### src/rtl/keypad_pkg.sv
// Shared types and helpers for the 4x4 keypad receive path (keypad_reader).
// Optional auto-repeat is enabled by defining KEYPAD_REPEAT_EN.
package keypad_pkg;

    localparam int KEY_W   = 4;
    localparam int FRAME_W = 16;

    typedef enum logic [1:0] {
        ST_IDLE  = 2'd0,
        ST_HELD  = 2'd1,
        ST_MULTI = 2'd2
    } key_state_t;

    function automatic logic is_onehot4(input logic [3:0] v);
        return (v != 4'd0) && ((v & (v - 4'd1)) == 4'd0);
    endfunction

    function automatic logic [1:0] onehot_idx(input logic [3:0] v);
        logic [1:0] idx;
        case (v)
            4'b0010: idx = 2'd1;
            4'b0100: idx = 2'd2;
            4'b1000: idx = 2'd3;
            default: idx = 2'd0;
        endcase
        return idx;
    endfunction

    // Key count clipped to 0, 1 or "2 or more".
    function automatic logic [1:0] popcnt16(input logic [FRAME_W-1:0] v);
        logic [4:0] n;
        n = 5'd0;
        for (int i = 0; i < FRAME_W; i++) begin
            n = n + {4'd0, v[i]};
        end
        return (n >= 5'd2) ? 2'd2 : n[1:0];
    endfunction

    // Bit position of the set key; only meaningful when exactly one bit is set.
    function automatic logic [KEY_W-1:0] bit_idx16(input logic [FRAME_W-1:0] v);
        logic [KEY_W-1:0] idx;
        idx = '0;
        for (int i = 0; i < FRAME_W; i++) begin
            if (v[i]) begin
                idx = KEY_W'(i);
            end
        end
        return idx;
    endfunction

endpackage

### src/rtl/keypad_frame_capture.sv
// Samples synchronized row lines against the column strobes and assembles
// one 16-bit frame per complete sweep, flagged by a one-cycle frame_done.
module keypad_frame_capture
    import keypad_pkg::*;
#(
    parameter int SETTLE = 3
) (
    input  logic               i_clk,
    input  logic               i_rst_n,
    input  logic [3:0]         i_col,
    input  logic [3:0]         i_row,
    output logic [FRAME_W-1:0] o_frame,
    output logic               o_frame_done
);

    localparam int CNT_W = $clog2(SETTLE + 2);

    logic [3:0]         r_row_meta;
    logic [3:0]         r_row_sync;
    logic [3:0]         r_col_prev;
    logic [3:0]         r_mask;
    logic [CNT_W-1:0]   r_stab_cnt;
    logic [FRAME_W-1:0] r_frame_buf;
    logic [FRAME_W-1:0] r_frame;
    logic               r_frame_done;

    logic               w_col_valid;
    logic [1:0]         w_col_idx;
    logic               w_sample;
    logic               w_complete;
    logic [FRAME_W-1:0] w_frame_merged;
    logic [3:0]         w_mask_merged;

    assign w_col_valid = is_onehot4(i_col);
    assign w_col_idx   = onehot_idx(i_col);
    // A strobe that changes on this very clock restarts settling, so never sample it.
    assign w_sample    = w_col_valid && (i_col == r_col_prev) &&
                         (r_stab_cnt == CNT_W'(SETTLE));

    genvar gi;
    generate
        for (gi = 0; gi < 4; gi++) begin : g_lane
            assign w_frame_merged[4*gi +: 4] = (w_sample && (w_col_idx == 2'(gi))) ?
                                               r_row_sync : r_frame_buf[4*gi +: 4];
            assign w_mask_merged[gi] = r_mask[gi] | (w_sample && (w_col_idx == 2'(gi)));
        end
    endgenerate

    assign w_complete = w_sample && (w_col_idx == 2'd3) && (w_mask_merged == 4'hF);

    always_ff @(posedge i_clk) begin
        if (!i_rst_n) begin
            r_row_meta   <= '0;
            r_row_sync   <= '0;
            r_col_prev   <= '0;
            r_mask       <= '0;
            r_stab_cnt   <= '0;
            r_frame_buf  <= '0;
            r_frame      <= '0;
            r_frame_done <= 1'b0;
        end else begin
            r_row_meta   <= i_row;
            r_row_sync   <= r_row_meta;
            r_col_prev   <= i_col;
            r_frame_done <= w_complete;

            if (i_col != r_col_prev) begin
                r_stab_cnt <= '0;
            end else if (r_stab_cnt != CNT_W'(SETTLE + 1)) begin
                r_stab_cnt <= r_stab_cnt + CNT_W'(1);
            end

            if (!w_col_valid) begin
                r_frame_buf <= '0;
                r_mask      <= '0;
            end else if (w_complete) begin
                r_frame_buf <= w_frame_merged;
                r_frame     <= w_frame_merged;
                r_mask      <= '0;
            end else begin
                r_frame_buf <= w_frame_merged;
                r_mask      <= w_mask_merged;
            end
        end
    end

    assign o_frame      = r_frame;
    assign o_frame_done = r_frame_done;

endmodule

### src/rtl/keypad_reader.sv
// 4x4 keypad receive side: frame capture, frame debounce and single-key decode.
// Define KEYPAD_REPEAT_EN to add auto-repeat pulses while a key is held.
module keypad_reader
    import keypad_pkg::*;
#(
    parameter int SETTLE   = 3,
    parameter int DEBOUNCE = 4
`ifdef KEYPAD_REPEAT_EN
    ,
    parameter int REPEAT   = 64
`endif
) (
    input  logic             i_clk,
    input  logic             i_rst_n,
    input  logic [3:0]       i_col,
    input  logic [3:0]       i_row,
    output logic [KEY_W-1:0] o_key_code,
    output logic             o_key_valid,
    output logic             o_key_held,
    output logic             o_multi
);

    localparam int MATCH_W = $clog2(DEBOUNCE + 1);

    logic [FRAME_W-1:0] w_frame;
    logic               w_frame_done;
    logic [MATCH_W-1:0] w_match_next;
    logic               w_accept;
    logic [1:0]         w_keys;
    logic [KEY_W-1:0]   w_code;

    key_state_t         r_state;
    logic [FRAME_W-1:0] r_prev_frame;
    logic [MATCH_W-1:0] r_match_cnt;
    logic [KEY_W-1:0]   r_key_code;
    logic               r_key_valid;
    logic               r_key_held;
    logic               r_multi;
`ifdef KEYPAD_REPEAT_EN
    localparam int REP_W = $clog2(REPEAT + 1);
    logic [REP_W-1:0]   r_rep_cnt;
`endif

    keypad_frame_capture #(
        .SETTLE(SETTLE)
    ) u_capture (
        .i_clk        (i_clk),
        .i_rst_n      (i_rst_n),
        .i_col        (i_col),
        .i_row        (i_row),
        .o_frame      (w_frame),
        .o_frame_done (w_frame_done)
    );

    always_comb begin
        w_match_next = MATCH_W'(1);
        if (w_frame == r_prev_frame) begin
            w_match_next = (r_match_cnt == MATCH_W'(DEBOUNCE)) ?
                           r_match_cnt : r_match_cnt + MATCH_W'(1);
        end
    end

    // The counter saturates, so every further identical frame is accepted again.
    assign w_accept = w_frame_done && (w_match_next == MATCH_W'(DEBOUNCE));
    assign w_keys   = popcnt16(w_frame);
    assign w_code   = bit_idx16(w_frame);

    always_ff @(posedge i_clk) begin
        if (!i_rst_n) begin
            r_state      <= ST_IDLE;
            r_prev_frame <= '0;
            r_match_cnt  <= '0;
            r_key_code   <= '0;
            r_key_valid  <= 1'b0;
            r_key_held   <= 1'b0;
            r_multi      <= 1'b0;
`ifdef KEYPAD_REPEAT_EN
            r_rep_cnt    <= '0;
`endif
        end else begin
            r_key_valid <= 1'b0;
            if (w_frame_done) begin
                r_prev_frame <= w_frame;
                r_match_cnt  <= w_match_next;
            end
            if (w_accept) begin
                case (r_state)
                    ST_IDLE, ST_MULTI: begin
                        if (w_keys == 2'd1) begin
                            r_state     <= ST_HELD;
                            r_key_held  <= 1'b1;
                            r_multi     <= 1'b0;
                            r_key_code  <= w_code;
                            r_key_valid <= 1'b1;
`ifdef KEYPAD_REPEAT_EN
                            r_rep_cnt   <= '0;
`endif
                        end else if (w_keys == 2'd0) begin
                            r_state    <= ST_IDLE;
                            r_key_held <= 1'b0;
                            r_multi    <= 1'b0;
                        end else begin
                            r_state    <= ST_MULTI;
                            r_key_held <= 1'b0;
                            r_multi    <= 1'b1;
                        end
                    end
                    ST_HELD: begin
                        if (w_keys == 2'd0) begin
                            r_state    <= ST_IDLE;
                            r_key_held <= 1'b0;
                            r_multi    <= 1'b0;
                        end else if (w_keys == 2'd2) begin
                            r_state    <= ST_MULTI;
                            r_key_held <= 1'b0;
                            r_multi    <= 1'b1;
                        end else if (w_code != r_key_code) begin
                            r_key_code  <= w_code;
                            r_key_valid <= 1'b1;
`ifdef KEYPAD_REPEAT_EN
                            r_rep_cnt   <= '0;
                        end else if (r_rep_cnt == REP_W'(REPEAT - 1)) begin
                            r_key_valid <= 1'b1;
                            r_rep_cnt   <= '0;
                        end else begin
                            r_rep_cnt <= r_rep_cnt + REP_W'(1);
`endif
                        end
                    end
                    default: begin
                        r_state    <= ST_IDLE;
                        r_key_held <= 1'b0;
                        r_multi    <= 1'b0;
                    end
                endcase
            end
        end
    end

    assign o_key_code  = r_key_code;
    assign o_key_valid = r_key_valid;
    assign o_key_held  = r_key_held;
    assign o_multi     = r_multi;

endmodule

### config.mk
export PLATFORM = sky130hd
export DESIGN_NAME = keypad_reader
export DESIGN_NICKNAME = d
export VERILOG_FILES = /design/src/rtl/keypad_pkg.sv /design/src/rtl/keypad_frame_capture.sv /design/src/rtl/keypad_reader.sv
export SDC_FILE = /design/constraint.sdc
export NUM_CORES = 1
export LEC_CHECK = 0
export BUFFER_PORTS_ARGS = -buffer_cell sky130_fd_sc_hd__clkbuf_2
export CORE_MARGIN = 10
export CORE_UTILIZATION = 55
export DETAILED_ROUTE_END_ITERATION = 7
export PLACE_DENSITY = 0.87
export SLEW_MARGIN = 20
export SYNTH_ARGS = -nofsm -noshare
export SYNTH_HDL_FRONTEND = slang
export SYNTH_HIERARCHICAL = 1
export SYNTH_SLANG_ARGS = --single-unit
### constraint.sdc
create_clock -name i_clk -period 4.4 [get_ports i_clk]
set_input_delay 0.88 -clock i_clk [delete_from_list [all_inputs] [get_ports i_clk]]
set_output_delay 0.88 -clock i_clk [all_outputs]
set_load 0.05 [all_outputs]
==> reports/metrics.csv, run 1 <==
stage,metric,value,unit
run_status,status,finished with violations,
run_status,violations,setup timing,
die,initial_utilization,56.1,%
logic_synthesis,syn_area_per_cell,9.47,µm²
logic_synthesis,ys_top_cells_by_area,"dfxtp_1, mux2i_1, nor2_1",
place,routabilityCongestion,0.877,
critical_path,cp.required,4.61,ns
timing,relSlewSlack,31.0,%
global_route,grt_util_all_layers,15.8,%
cts,hold_buffers,0,
place,place_ws,-0.130,ns
logic_synthesis,syn_nets,430,
die,core_area,6760,µm²
cts,clk_path_buf_depth,2,
logic_synthesis,synth_top_area_cell,dfxtp_1,
cts,worst_skew_pair.late_latency,0.35,ns
drt,first_iter_violations,144,
place,portBuffers,16,
logic_synthesis,ys_seq_area_share,39.1,%
timing,tightest_slew,1.03,ns
cts,htreeDepth,3,
power_and_ir_drop,leakage,1.87,nW
cts,cts_tree,built,
logic_synthesis,syn_inst,400,
logic_synthesis,netlist_area,3790,µm²
die,die-area,10600,µm²
die,io_pins,17,
global_route,grt-ovfl-total,0,
logic_synthesis,yosysUniqueCellTypes,57,
critical_path,critPathArrivalTime,4.67,ns
drt,vias_per_cell,5.73,
flow_run,cap_violations,0,
drt,wire_per_inst,15.8,µm
global_route,antenna_found_initial,0,
timing,maxSlewViolCount,0,
cells_and_area,synthToLayoutAreaGrowth,16.0,%
critical_path,critPathBufInv,4,
power_and_ir_drop,swShare,20.8,%
drt,drcViolationCount,0,
cells_and_area,post-route-util,65.0,%
die,die_h,103,µm
power_and_ir_drop,pwr-share-clk,47.7,%
timing,finalCritPeriodShare,101,%
power_and_ir_drop,p_per_area,311,nW/µm²
logic_synthesis,ys_seq_elements,74,
drt,dr.pass1.iters,4,
timing,fin_worst_skew,0.00812,ns
critical_path,critPathCaptureType,flip-flop,
global_route,grt_pass1_vias,2970,
cells_and_area,nets,464,
timing,period_minus_slack,4.46,ns
place,hpwl,5600,µm
power_and_ir_drop,internal_power,1.08,mW
critical_path,cp_slowest_stage_delay,0.56,ns
logic_synthesis,async_reset_ff_share,0,%
global_route,grt_first_pass_wirelength,13200,µm
worst_hold_path,hold_path.class,reg2reg,
place,postPlaceCellArea,4040,µm²
die,die_x,103,µm
cells_and_area,seq_area,1490,µm²
cells_and_area,drive_gt1_share,22.1,%
critical_path,worstPathMaxFanout,5,
cells_and_area,diodes,0,
critical_path,worstSetupPathType,reg2reg,
cts,cts_made_buffers,9,
drt,drt-total-wl,8180,µm
cts,cts_sinks,74,
critical_path,slowest_stage,or4b_4,
place,dp_cells,497,
critical_path,cpLargestDelayFamily,adder cells,
critical_path,cpMostUsedCell,fa_1,
power_and_ir_drop,power.switching,284,µW
drt,via_count,2974,
cells_and_area,layout_commonest_cell,dfxtp_1,
cts,cts_root_buffer,clkbuf_8,
power_and_ir_drop,seqPwrFrac,49.7,%
timing,grt_setup_unrepaired,yes,
critical_path,critPathLaunchType,flip-flop,
power_and_ir_drop,comb_power_share,2.6,%
cells_and_area,final_cell_mix,"dfxtp_1, nor2_1, mux2i_1, inv_1, buf_4",
logic_synthesis,synth_top_area_share,39.1,%
timing,fmax,0.224,GHz
timing,setup_viol,6,
timing,hold_viol,0,
logic_synthesis,synth_edf_count,0,
logic_synthesis,ys_warn_count,6,
timing,finalWorstSetupSlack,-0.0612,ns
drt,ant_nets,0,
cells_and_area,design_area,4390,µm²
power_and_ir_drop,peakVddDrop,245,µV
cts,clkTransAtPathRegs,0.08,ns
cells_and_area,fillers,519,
logic_synthesis,yosys_most_used_dff,dfxtp_1,
cells_and_area,multi_input_area,2170,µm²
cells_and_area,final_cell_count_no_fill,519,
power_and_ir_drop,p_total,1.37,mW
die,rows,30,
critical_path,crit_chain,inv_2 -> fa_1 -> inv_1 -> fa_1 -> fa_1 -> inv_1 -> fa_1 -> inv_2 -> ha_4 -> fa_2 -> nor3_4 -> nand3b_1 -> or4b_4 -> a2111oi_4 -> a211oi_2,
global_route,grt_max_degree,28,
## final cells by class
type                    count  area share, %
repair buffers             39           5.75
flip-flops and latches     74           33.9
clock buffers              10           3.13
multi-input cells         275           49.4
clock inverters             6           2.56
well taps                  80           2.28
inverters                  35           2.99
## metrics by stage
| step | hold WS [ns] | TNS [ns] |
|---|---|---|
| after detailed placement | 0.423 | -0.460 |
| final | 0.437 | -0.291 |
| after floorplan | 0.412 | 0 |
| after global routing | 0.466 | -0.976 |
| after CTS | 0.441 | -0.138 |
| after global placement | 0.414 | -0.0514 |
## synthesized netlist by cell type (6+ instances only)
library cell and instances:
xnor2_1 8, dfxtp_1 74, xor2_1 15, mux2_2 8, o21ai_0 6, buf_2 6, o221a_2 7, inv_1 33
a211oi_1 6, and2_1 12, ha_1 10, clkbuf_1 8, a21oi_1 15, nand3_1 8, nor3_1 8, fa_1 10
mux2i_1 39, nand2_1 11, nor2_1 54
## registers in the layout, summed over array words and instances (netlist names)
signal,cells
u_capture/o_frame_done,1
u_capture/r_mask,3
r_state,2
o_key_code,4
u_capture/r_stab_cnt,3
r_match_cnt,3
u_capture/r_row_sync,4
u_capture/r_col_prev,4
u_capture/r_row_meta,4
u_capture/r_frame_buf,12
o_key_held,1
r_prev_frame,16
u_capture/o_frame,16
o_key_valid,1
## worst register-to-register path: stages, from the launching register on
cell and delay (ns):
dfxtp_2 0.34, inv_2 0.04, fa_1 0.54, inv_1 0.06, fa_1 0.45, fa_1 0.51, inv_1 0.05, fa_1 0.49
inv_2 0.05, ha_4 0.16, fa_2 0.43, nor3_4 0.14, nand3b_1 0.12, or4b_4 0.56, a2111oi_4 0.33, a211oi_2 0.08
## layer usage
metal  share of wire [%]  GRT usage, %
met5                   0             0
met3                 4.1          4.02
met1                  43          17.2
met4                 2.4          7.06
met2                  51          28.0
## worst paths after layout
kind,slack (ns),from,depth (start not counted),to
setup / recovery,-0.06,u_capture/o_frame[3],15,o_key_code[0]
hold / removal,0.44,u_capture/r_row_meta[0],1,u_capture/r_row_sync[0]
setup reg to reg,-0.06,u_capture/o_frame[3],15,o_key_code[0]
hold reg to reg,0.44,u_capture/r_row_meta[0],1,u_capture/r_row_sync[0]
## power by group through the flow
| stage | logic [mW] | clock network [mW] | registers [mW] |
|---|---|---|---|
| 2_1_floorplan | 0.0254 | 0 | 0.693 |
| 3_3_place_gp | 0.0334 | 0 | 0.695 |
| 3_5_place_dp | 0.0346 | 0 | 0.695 |
| 4_1_cts | 0.0350 | 0.662 | 0.679 |
| 5_1_grt | 0.0391 | 0.690 | 0.680 |
| 6_report | 0.0348 | 0.651 | 0.679 |
## timing repair
| item | CTS | global route |
|---|---|---|
| pin swaps | 0 | 1 |
| gates resized for setup | 5 | 8 |
| endpoints found under the setup margin | 6 | 7 |
| setup buffers | 5 | 1 |
## cells by family after synthesis
family,Yosys count,synth area share (%)
simple gates,128,17.8
compound gates,57,11.1
mux,47,12.7
fa+ha+maj,20,8.59
buf+inv,51,5.45
xor+xnor,23,5.32
flops,74,39.1
No activity file was read; power rests on OpenSTA's default activity.
==> run 2: changes to the inputs <==
--- a/config.mk
+++ b/config.mk
@@ -8,6 +8,7 @@
 export BUFFER_PORTS_ARGS = -buffer_cell sky130_fd_sc_hd__clkbuf_2
 export CORE_MARGIN = 10
 export CORE_UTILIZATION = 55
+export CTS_BUF_LIST = sky130_fd_sc_hd__clkbuf_16
 export DETAILED_ROUTE_END_ITERATION = 7
 export PLACE_DENSITY = 0.87
 export SLEW_MARGIN = 20
==> run 2 against run 1 <==
  * The flow still finishes with violations (setup timing)
  * Via count up 2.9%
  * Total power up 13%
  * Worst hold slack worse by 0.0056 ns
  * Non-clock buffer count up 1
  * Clock-buffer cell count down 1
  * Flip-flop and latch count unchanged
  * Worst setup slack better by 0.0078 ns
  * Combinational power about the same
  * Global-route usage up 0.69 points
==> reports/metrics.csv, run 2 (same netlist as run 1, synthesis figures left out) <==
stage,metric,value,unit,change
place,postPlaceCellArea,4040,µm²,unchanged
die,initial_utilization,56.1,%,unchanged
timing,fmax,0.225,GHz,was 0.224 GHz
global_route,grt_util_all_layers,16.5,%,was 15.8%
timing,period_minus_slack,4.45,ns,was 4.46 ns
cells_and_area,diodes,0,,unchanged
critical_path,cpMostUsedCell,fa_1,,unchanged
global_route,grt_first_pass_wirelength,13800,µm,was 13200 µm
drt,first_iter_violations,150,,was 144
power_and_ir_drop,p_total,1.54,mW,was 1.37 mW
cts,hold_buffers,0,,unchanged
cells_and_area,drive_gt1_share,21.4,%,was 22.1%
critical_path,worstPathMaxFanout,5,,unchanged
power_and_ir_drop,comb_power_share,2.3,%,was 2.6%
timing,fin_tns_setup,-0.199,ns,was -0.291 ns
drt,drcViolationCount,0,,unchanged
timing,fin_worst_skew,0.00492,ns,was 0.00812 ns
die,rows,30,,unchanged
timing,maxSlewViolCount,0,,unchanged
drt,vias_per_cell,5.89,,was 5.73
cells_and_area,design_area,4480,µm²,was 4390 µm²
cells_and_area,seq_area,1490,µm²,unchanged
cells_and_area,final_cell_mix,"dfxtp_1, nor2_1, mux2i_1, inv_1, buf_4",,unchanged
cts,cts_sinks,74,,unchanged
power_and_ir_drop,peakVddDrop,277,µV,was 245 µV
timing,finalCritPeriodShare,101,%,about the same
global_route,antenna_found_initial,0,,unchanged
cells_and_area,multi_input_area,2160,µm²,was 2170 µm²
place,routabilityCongestion,0.877,,unchanged
place,portBuffers,16,,unchanged
run_status,status,finished with violations,,unchanged
worst_hold_path,hold_path.class,reg2reg,,unchanged
cts,clk_path_buf_depth,2,,unchanged
place,hpwl,5600,µm,unchanged
cells_and_area,layout_commonest_cell,dfxtp_1,,unchanged
global_route,grt_max_degree,28,,unchanged
timing,finalWorstSetupSlack,-0.0535,ns,was -0.0612 ns
timing,grt_setup_unrepaired,yes,,unchanged
critical_path,cp.required,4.63,ns,was 4.61 ns
timing,hold_viol,0,,unchanged
drt,via_count,3061,,was 2974
critical_path,critPathLaunchType,flip-flop,,unchanged
critical_path,critPathArrivalTime,4.68,ns,was 4.67 ns
cells_and_area,fillers,505,,was 519
run_status,violations,setup timing,,unchanged
critical_path,cp_slowest_stage_delay,0.56,ns,about the same
global_route,grt-ovfl-total,0,,unchanged
timing,tightest_slew,1.09,ns,was 1.03 ns
power_and_ir_drop,p_per_area,345,nW/µm²,was 311 nW/µm²
drt,dr.pass1.iters,5,,was 4
drt,ant_nets,0,,unchanged
die,die_h,103,µm,unchanged
timing,setup_viol,6,,unchanged
critical_path,slowest_stage,or4b_4,,unchanged
power_and_ir_drop,power.switching,302,µW,was 284 µW
die,io_pins,17,,unchanged
drt,drt-total-wl,8430,µm,was 8180 µm
critical_path,worstSetupPathType,reg2reg,,unchanged
cts,htreeDepth,3,,unchanged
cts,cts_root_buffer,clkbuf_16,,was clkbuf_8
cts,worst_skew_pair.late_latency,0.33,ns,was 0.35 ns
power_and_ir_drop,pwr-share-clk,53.6,%,was 47.7%
power_and_ir_drop,seqPwrFrac,44.1,%,was 49.7%
global_route,grt_pass1_vias,2967,,was 2970
die,die-area,10600,µm²,unchanged
flow_run,cap_violations,0,,unchanged
cells_and_area,nets,465,,was 464
cts,clkTransAtPathRegs,0.06,ns,was 0.08 ns
timing,relSlewSlack,26.8,%,was 31.0%
cts,cts_tree,built,,unchanged
power_and_ir_drop,leakage,1.91,nW,was 1.87 nW
critical_path,crit_chain,inv_2 -> fa_1 -> inv_1 -> fa_1 -> fa_1 -> inv_1 -> fa_1 -> inv_1 -> ha_2 -> fa_2 -> nor3_4 -> nand3b_1 -> or4b_4 -> a21o_4 -> a211oi_1,,was inv_2 -> fa_1 -> inv_1 -> fa_1 -> fa_1 -> inv_1 -> fa_1 -> inv_2 -> ha_4 -> fa_2 -> nor3_4 -> nand3b_1 -> or4b_4 -> a2111oi_4 -> a211oi_2
die,core_area,6760,µm²,unchanged
critical_path,critPathCaptureType,flip-flop,,unchanged
power_and_ir_drop,swShare,19.6,%,was 20.8%
die,die_x,103,µm,unchanged
cells_and_area,synthToLayoutAreaGrowth,18.2,%,was 16.0%
power_and_ir_drop,internal_power,1.24,mW,was 1.08 mW
cts,cts_made_buffers,9,,unchanged
drt,wire_per_inst,16.2,µm,was 15.8 µm
run 2: cell types whose count changed in the layout (fill, tap and decap cells not counted), sizes merged:
cell    change
buf         +1
clkbuf      -1
clkinv      +1
run 2: what timing repair did:
action,CTS,global route
buffers inserted,6,1
hold endpoints to repair,0,0
pin swaps,1,1
resized for setup,5,4
setup endpoints to repair,5,7
run 2: per-stage QoR:
step | instances | util (%) | hold WS, ns | setup slack [ns]
floorplan | 400 | - | 0.412 | 0.0152
global placement | 497 | 59.8 | 0.414 | -0.0214
detailed placement | 497 | 59.8 | 0.423 | -0.130
CTS | 519 | 65.9 | 0.436 | -0.0303
global route | 520 | 66.3 | 0.462 | -0.194
finish | 520 | 66.3 | 0.431 | -0.0535
run 2: path summary, 6_finish.rpt:
| kind | from | to | slack [ns] | cells past startpoint |
|---|---|---|---|---|
| worst max register to register | u_capture/o_frame[0] | o_key_code[2] | -0.05 | 15 |
| worst min-delay path | u_capture/r_row_meta[0] | u_capture/r_row_sync[0] | 0.43 | 1 |
| worst min register to register | u_capture/r_row_meta[0] | u_capture/r_row_sync[0] | 0.43 | 1 |
| worst max-delay path | u_capture/o_frame[0] | o_key_code[2] | -0.05 | 15 |
run 2: layout make-up:
| class | count | area share, % |
|---|---|---|
| Sequential cell | 74 | 33.2 |
| Inverter | 35 | 2.93 |
| Multi-Input combinational cell | 275 | 48.2 |
| Clock inverter | 7 | 2.60 |
| Tap cell | 80 | 2.24 |
| Clock buffer | 9 | 5.03 |
| Timing Repair Buffer | 40 | 5.81 |
run 2: power groups by stage:
stage	Combinational, mW	Sequential [mW]	Clock [mW]
4_1_cts	0.0352	0.680	0.838
6_report	0.0350	0.680	0.828
2_1_floorplan	0.0254	0.693	0
3_3_place_gp	0.0334	0.695	0
3_5_place_dp	0.0346	0.695	0
5_1_grt	0.0393	0.680	0.872
run 2: routing by layer:
layer	track usage (%)	vias to the layer above	wire length [µm]
li1	-	1460	-
met1	17.8	1487	3430
met2	30.0	95	4380
met3	3.89	19	435
met4	6.63	0	174
met5	0	-	0
run 2: critical path: cells and delay by family, from the launching register on:
family                     cells  cell delay [ns]
AOI/OAI and AO/OA              2             0.44
DFF                            1             0.33
buffers and inverters          4             0.21
adders and majority gates      6             2.55
and+or+nand+nor                3             0.82
